<file path="src/rtl/multicycle_controller_if.sv">
// Controller <-> datapath bundle: instruction fields and status in, control strobes out.
interface multicycle_controller_if;
  logic [6:0] opcode;
  logic [2:0] funct3;
  logic       zero;
  logic       MemReady;
  logic       PCWrite, IRWrite, RegWrite, MemWrite, AdrSrc;
  logic [1:0] ALUSrcA, ALUSrcB, ResultSrc, AluOp;
  logic [2:0] ImmSrc;
  logic       MemErr, Halted;

  modport master (
    input  opcode, funct3, zero, MemReady,
    output PCWrite, IRWrite, RegWrite, MemWrite, AdrSrc,
           ALUSrcA, ALUSrcB, ResultSrc, AluOp, ImmSrc, MemErr, Halted
  );
  modport slave (
    output opcode, funct3, zero, MemReady,
    input  PCWrite, IRWrite, RegWrite, MemWrite, AdrSrc,
           ALUSrcA, ALUSrcB, ResultSrc, AluOp, ImmSrc, MemErr, Halted
  );
endinterface

</file>
<file path="src/rtl/multicycle_controller.sv">
// Multicycle RISC-V control FSM with memory-wait timeout.
// Optional ILLEGAL_HALT_EN: illegal instructions park the FSM in HALT instead of acting as nop.
module multicycle_controller #(
  parameter int MEM_TIMEOUT = 15
) (
  input  logic clk,
  input  logic rst,
  multicycle_controller_if.master bus
);
  localparam logic [6:0] OP_LOAD  = 7'b0000011;
  localparam logic [6:0] OP_STORE = 7'b0100011;
  localparam logic [6:0] OP_R     = 7'b0110011;
  localparam logic [6:0] OP_I     = 7'b0010011;
  localparam logic [6:0] OP_BR    = 7'b1100011;
  localparam logic [6:0] OP_JALR  = 7'b1100111;
  localparam logic [6:0] OP_JAL   = 7'b1101111;
  localparam logic [6:0] OP_LUI   = 7'b0110111;

  localparam int            CW   = (MEM_TIMEOUT < 1) ? 1 : $clog2(MEM_TIMEOUT + 1);
  localparam logic [CW-1:0] TO_V = CW'(MEM_TIMEOUT);

  typedef enum logic [3:0] {
    FETCH, DECODE, MEMADR, MEMREAD, MEMWB, MEMWRITE, EXECR, EXECI,
    ALUWB, BRANCH, JALR, JUMP, LUI
`ifdef ILLEGAL_HALT_EN
    , HALT
`endif
  } state_t;

`ifdef ILLEGAL_HALT_EN
  localparam state_t ILLEGAL_ST = HALT;
`else
  localparam state_t ILLEGAL_ST = FETCH;
`endif

  state_t        state, state_n;
  logic [CW-1:0] cnt;
  logic          wait_st, timeout;
  logic          pcw, irw, rw, mw, adr, merr, halted;
  logic [1:0]    sa, sb, rs, aop;
  logic [2:0]    imm;

  assign wait_st = (state == FETCH) || (state == MEMREAD) || (state == MEMWRITE);
  assign timeout = (MEM_TIMEOUT != 0) && wait_st && !bus.MemReady && (cnt == TO_V);

  always_ff @(posedge clk) begin
    if (rst) begin
      state <= FETCH;
      cnt   <= '0;
    end else begin
      state <= state_n;
      // counter only tracks an unbroken stall within one wait state
      if (!wait_st || bus.MemReady || timeout || (state_n != state)) cnt <= '0;
      else                                                          cnt <= cnt + CW'(1);
    end
  end

  always_comb begin
    state_n = state;
    pcw = 1'b0; irw = 1'b0; rw = 1'b0; mw = 1'b0; adr = 1'b0;
    merr = 1'b0; halted = 1'b0;
    sa = 2'b00; sb = 2'b00; rs = 2'b00; aop = 2'b00;
    case (bus.opcode)
      OP_STORE: imm = 3'b001;
      OP_BR:    imm = 3'b010;
      OP_LUI:   imm = 3'b011;
      OP_JAL:   imm = 3'b100;
      default:  imm = 3'b000;
    endcase
    case (state)
      FETCH: begin
        sb = 2'b10; rs = 2'b10;
        pcw = bus.MemReady; irw = bus.MemReady;
        if (bus.MemReady) state_n = DECODE;
      end
      DECODE: begin
        sa = 2'b01; sb = 2'b01;
        case (bus.opcode)
          OP_LOAD, OP_STORE: state_n = MEMADR;
          OP_R:              state_n = EXECR;
          OP_I:              state_n = EXECI;
          OP_BR:             state_n = BRANCH;
          OP_JALR:           state_n = JALR;
          OP_JAL:            state_n = JUMP;
          OP_LUI:            state_n = LUI;
          default:           state_n = ILLEGAL_ST;
        endcase
      end
      MEMADR: begin
        sa = 2'b10; sb = 2'b01;
        state_n = (bus.opcode == OP_LOAD) ? MEMREAD : MEMWRITE;
      end
      MEMREAD: begin
        adr = 1'b1;
        if (bus.MemReady) state_n = MEMWB;
      end
      MEMWB: begin
        rs = 2'b01; rw = 1'b1; state_n = FETCH;
      end
      MEMWRITE: begin
        adr = 1'b1; mw = 1'b1;
        if (bus.MemReady) state_n = FETCH;
      end
      EXECR: begin
        sa = 2'b10; aop = 2'b10; state_n = ALUWB;
      end
      EXECI: begin
        sa = 2'b10; sb = 2'b01; aop = 2'b10; state_n = ALUWB;
      end
      ALUWB: begin
        rw = 1'b1; state_n = FETCH;
      end
      BRANCH: begin
        sa = 2'b10; aop = 2'b01; state_n = FETCH;
        case (bus.funct3)
          3'b000:  pcw = bus.zero;
          3'b001:  pcw = !bus.zero;
          default: state_n = ILLEGAL_ST;
        endcase
      end
      JALR: begin
        sa = 2'b10; sb = 2'b01; state_n = JUMP;
      end
      // JUMP loads the target into PC while ALU forms OldPC+4 for the link write
      JUMP: begin
        sa = 2'b01; sb = 2'b10; pcw = 1'b1; state_n = ALUWB;
      end
      LUI: begin
        rs = 2'b11; rw = 1'b1; state_n = FETCH;
      end
`ifdef ILLEGAL_HALT_EN
      HALT: begin
        halted = 1'b1; state_n = HALT;
      end
`endif
      default: state_n = FETCH;
    endcase
    if (timeout) begin
      merr = 1'b1; pcw = 1'b0; irw = 1'b0; rw = 1'b0; mw = 1'b0;
      state_n = FETCH;
    end
    if (rst) begin
      pcw = 1'b0; irw = 1'b0; rw = 1'b0; mw = 1'b0;
    end
  end

  assign bus.PCWrite   = pcw;
  assign bus.IRWrite   = irw;
  assign bus.RegWrite  = rw;
  assign bus.MemWrite  = mw;
  assign bus.AdrSrc    = adr;
  assign bus.ALUSrcA   = sa;
  assign bus.ALUSrcB   = sb;
  assign bus.ResultSrc = rs;
  assign bus.AluOp     = aop;
  assign bus.ImmSrc    = imm;
  assign bus.MemErr    = merr;
  assign bus.Halted    = halted;
endmodule
</file>
<file path="src/flat_wrapper.sv">
// flat-port wrapper written by rule: the top's interface ports become plain ports
module multicycle_controller_flat 
#(
  parameter int MEM_TIMEOUT = 15
)
  (clk, rst, bus_opcode, bus_funct3, bus_zero, bus_MemReady, bus_PCWrite, bus_IRWrite, bus_RegWrite, bus_MemWrite, bus_AdrSrc, bus_ALUSrcA, bus_ALUSrcB, bus_ResultSrc, bus_AluOp, bus_ImmSrc, bus_MemErr, bus_Halted);
  multicycle_controller_if bus_i ();
  input  logic clk;
  input  logic rst;
  input wire logic [$bits(bus_i.opcode)-1:0] bus_opcode;
  input wire logic [$bits(bus_i.funct3)-1:0] bus_funct3;
  input wire logic [$bits(bus_i.zero)-1:0] bus_zero;
  input wire logic [$bits(bus_i.MemReady)-1:0] bus_MemReady;
  output wire logic [$bits(bus_i.PCWrite)-1:0] bus_PCWrite;
  output wire logic [$bits(bus_i.IRWrite)-1:0] bus_IRWrite;
  output wire logic [$bits(bus_i.RegWrite)-1:0] bus_RegWrite;
  output wire logic [$bits(bus_i.MemWrite)-1:0] bus_MemWrite;
  output wire logic [$bits(bus_i.AdrSrc)-1:0] bus_AdrSrc;
  output wire logic [$bits(bus_i.ALUSrcA)-1:0] bus_ALUSrcA;
  output wire logic [$bits(bus_i.ALUSrcB)-1:0] bus_ALUSrcB;
  output wire logic [$bits(bus_i.ResultSrc)-1:0] bus_ResultSrc;
  output wire logic [$bits(bus_i.AluOp)-1:0] bus_AluOp;
  output wire logic [$bits(bus_i.ImmSrc)-1:0] bus_ImmSrc;
  output wire logic [$bits(bus_i.MemErr)-1:0] bus_MemErr;
  output wire logic [$bits(bus_i.Halted)-1:0] bus_Halted;
  assign bus_i.opcode = bus_opcode;
  assign bus_i.funct3 = bus_funct3;
  assign bus_i.zero = bus_zero;
  assign bus_i.MemReady = bus_MemReady;
  assign bus_PCWrite = bus_i.PCWrite;
  assign bus_IRWrite = bus_i.IRWrite;
  assign bus_RegWrite = bus_i.RegWrite;
  assign bus_MemWrite = bus_i.MemWrite;
  assign bus_AdrSrc = bus_i.AdrSrc;
  assign bus_ALUSrcA = bus_i.ALUSrcA;
  assign bus_ALUSrcB = bus_i.ALUSrcB;
  assign bus_ResultSrc = bus_i.ResultSrc;
  assign bus_AluOp = bus_i.AluOp;
  assign bus_ImmSrc = bus_i.ImmSrc;
  assign bus_MemErr = bus_i.MemErr;
  assign bus_Halted = bus_i.Halted;
  multicycle_controller #(.MEM_TIMEOUT(MEM_TIMEOUT)) u_core (.clk(clk), .rst(rst), .bus(bus_i));
endmodule
</file>
<file path="config.mk">
export PLATFORM = sky130hd
export DESIGN_NAME = multicycle_controller_flat
export DESIGN_NICKNAME = d
export VERILOG_FILES = /design/src/rtl/multicycle_controller_if.sv /design/src/rtl/multicycle_controller.sv /design/src/flat_wrapper.sv
export SDC_FILE = /design/constraint.sdc
export NUM_CORES = 1
export LEC_CHECK = 0
export ABC_AREA = 1
export BUFFER_PORTS_ARGS = -buffer_cell sky130_fd_sc_hd__buf_2
export CORE_MARGIN = 3
export CORE_UTILIZATION = 35
export CTS_CLUSTER_DIAMETER = 200
export DETAILED_ROUTE_END_ITERATION = 10
export PLACE_DENSITY = 0.6
export SLEW_MARGIN = 20
export SYNTH_ARGS = -nofsm -noshare
export SYNTH_HDL_FRONTEND = slang
export SYNTH_SLANG_ARGS = --single-unit
export TNS_END_PERCENT = 100
</file>
<file path="constraint.sdc">
create_clock -name clk -period 1.6 [get_ports clk]
set_input_delay 0.24 -clock clk [delete_from_list [all_inputs] [get_ports clk]]
set_output_delay 0.24 -clock clk [all_outputs]
set_load 0.01 [all_outputs]
</file>
==> impl_metrics.yaml <==
logic_synthesis:
  yosysTopAreaCellShare_pct: 21.5
  synth_top_cell_by_area: "dfxtp_1"
  syn_area_per_cell_sq_um: 5.55
  ys_warn_count: 0
  ys_seq_area_share_pct: 21.5
  ys_types: 22
  yosys-top-cells-area: "dfxtp_1 22%, nand2_1 20%, nor2_1 14%"
  syn_inst: 134
  ys_ff_latch: 8
  mappedNetlistArea_sq_um: 743
  synthesis.nets: 149
finish:
  drive_gt1_share_pct: 37.8
  instances_no_fill: 199
  finish.net_count: 189
  area_growth_syn_to_layout_pct: 43.9
  final_cell_area_sq_um: 1070
  n_antenna_cell: 0
place:
  io_buffers: 30
  gp_congestion: 0.946
  postPlaceCellArea_sq_um: 931
  dp_cells: 191
  post-dp-hpwl_microns: 1600
run:
  maxCapViolations: 0
floorplanning:
  dieArea_sq_um: 2710
  coreArea_sq_um: 1980
  initial_utilization_pct: 37.5
  fp.dieW_microns: 52.1
  io_pins: 32
  rows: 16
  die_h_microns: 52.1
setup_path:
  critPathCaptureType: "output pin"
  critPathLaunchType: "flip-flop"
  cp.arrival_ps: 1390
  crit_required_ps: 1360
  path_class: "reg2out"
  critPathMaxFanout: 4
timing:
  slew_violations: 0
  fmax_mhz: 612
  layout_min_cycle_time_ps: 1630
  setup_viol_count_final: 1
  fin_ws_ps: -32.8
  hold_viol_final: 0
  whs_ps: 252
  rsz0062_at_grt: "true"
  post-route-period-util_pct: 102
  fin_worst_skew_ps: 2.10
hold_path:
  hp-class: "in2reg"
cts:
  htree_levels: 1
  cts.sinks: 8
  cts_tree: "done"
  path_clk_slew_ps: 50
  cts_buffers: 3
  cts_buffer_depth: 2
  cts_root_buf: "clkbuf_4"
  clock_latency_ps: 240
detailed_routing:
  wirelength_microns: 1950
  met2_length_microns: 985
  vias_per_cell: 4.60
  wire_per_inst_microns: 9.78
  top_layer: "met4"
  firstDrtPassIters: 4
  initialDrtViolationCount: 16
  vias: 916
  antenna_left: 0
  dr_wl_met3_microns: 135
  remaining_drc_errors: 0
  met1Wirelength_microns: 816
grt:
  grt_pass1_wl_microns: 3330
  grtUsageTotal_pct: 16.2
  grt-ovfl-total: 0
  grt_start_max_net_pins: 9
  first_global_vias: 840
  antenna_found_initial: 0
pwr:
  p_leak_nw: 0.601
  cellPowerDensity_nw_per_um2: 438
  ir_drop_mv: 0.584
outcome:
  outcome: "complete, but fails checks"
  violations: "setup timing"
[layout make-up]
class | count | area, sq um
sequential | 8 | 173
clock buffer | 3 | 22.5
timing repair buffer | 37 | 209
inverter | 20 | 80.1
fill | 195 | 912
multi-input combinational | 104 | 552
tap | 27 | 33.8
[power by group]
| part | total (mW) | switching (mW) | internal [mW] |
|---|---|---|---|
| clock network | 0.145 | 0.0602 | 0.0853 |
| registers | 0.206 | 0.00557 | 0.201 |
| logic | 0.117 | 0.0669 | 0.0503 |
[final timing paths]
path                            slack, ps       startpoint  cells past startpoint              end
worst max-delay path                  -30  u_core.state[3]                      9     bus_MemWrite
worst max register to register        290  u_core.state[3]                      9    u_core.cnt[2]
worst min register to register        460    u_core.cnt[0]                      1    u_core.cnt[0]
worst min-delay path                  250              rst                      2  u_core.state[1]
[what timing repair did]
| action | 4_1_cts | 5_1_grt |
|---|---|---|
| resized for setup | 20 | 8 |
| hold buffers | 0 | 0 |
| buffers inserted | 4 | 1 |
| endpoints found under the setup margin | 3 | 7 |
| pin swaps | 4 | 3 |
[placed cells by master (no fill, tap or decap), drive strengths merged]
master,instances
nor3,7
xnor2,1
a21oi,6
or2,1
nand3,11
inv,20
nor2,31
o21ai,3
o211ai,1
nand2,40
clkbuf,3
xor2,1
conb,1
dfxtp,8
ha,1
buf,37
[through the flow]
step | power (mW) | setup WS (ps) | TNS, ps | util (%)
floorplan | 0.274 | 251 | 0 | -
global placement | 0.319 | 159 | 0 | 47.0
detailed placement | 0.321 | 80.8 | 0 | 47.0
CTS | 0.477 | -51.6 | -51.6 | 51.9
global route | 0.504 | -110 | -248 | 54.0
finish | 0.469 | -32.8 | -32.8 | 54.0
[worst max-delay path, cell delays in order (launching register included)]
cell and delay [ps]:
dfxtp_2 340, inv_4 90, nand2_4 70, nor2_4 120, nor2_4 50, a21oi_4 140
nand3_2 100, nand2_1 70, nor2_1 40, buf_2 130
[cell usage after synthesis]
| cell type | count |
|---|---|
| xnor2_1 | 1 |
| buf_1 | 1 |
| buf_4 | 1 |
| o21ai_0 | 3 |
| or2_2 | 1 |
| nand3_1 | 9 |
| xor2_1 | 1 |
| nand2_1 | 39 |
| nor3_2 | 1 |
| nor3_4 | 1 |
| conb_1 | 1 |
| nor2_2 | 3 |
| nand3_2 | 2 |
| ha_1 | 1 |
| nor3_1 | 5 |
| a21oi_4 | 1 |
| dfxtp_1 | 8 |
| nand2_2 | 1 |
| a21oi_1 | 5 |
| nor2_1 | 28 |
| o211ai_1 | 1 |
| inv_1 | 20 |
[state kept, by name, indices dropped and copies added (netlist names)]
signal	flops
u_core.state	4
u_core.cnt	4
[kinds of logic after synthesis]
kind of cell | count (synthesis) | synth area share [%]
AOI/OAI and AO/OA | 10 | 8.59
xor gates and xnor gates | 2 | 2.36
adders and majority gates | 1 | 1.68
buffers and inverters | 22 | 11.6
DFF | 8 | 21.5
other | 1 | 0.505
and+or+nand+nor | 90 | 53.7
[per-layer routing]
layer | vias up | GRT usage (%)
met3 | 2 | 2.58
li1 | 488 | -
met5 | - | 0
met1 | 404 | 19.1
met4 | 0 | 6.55
met2 | 22 | 28.9
Power figures use the tool's default switching activity.
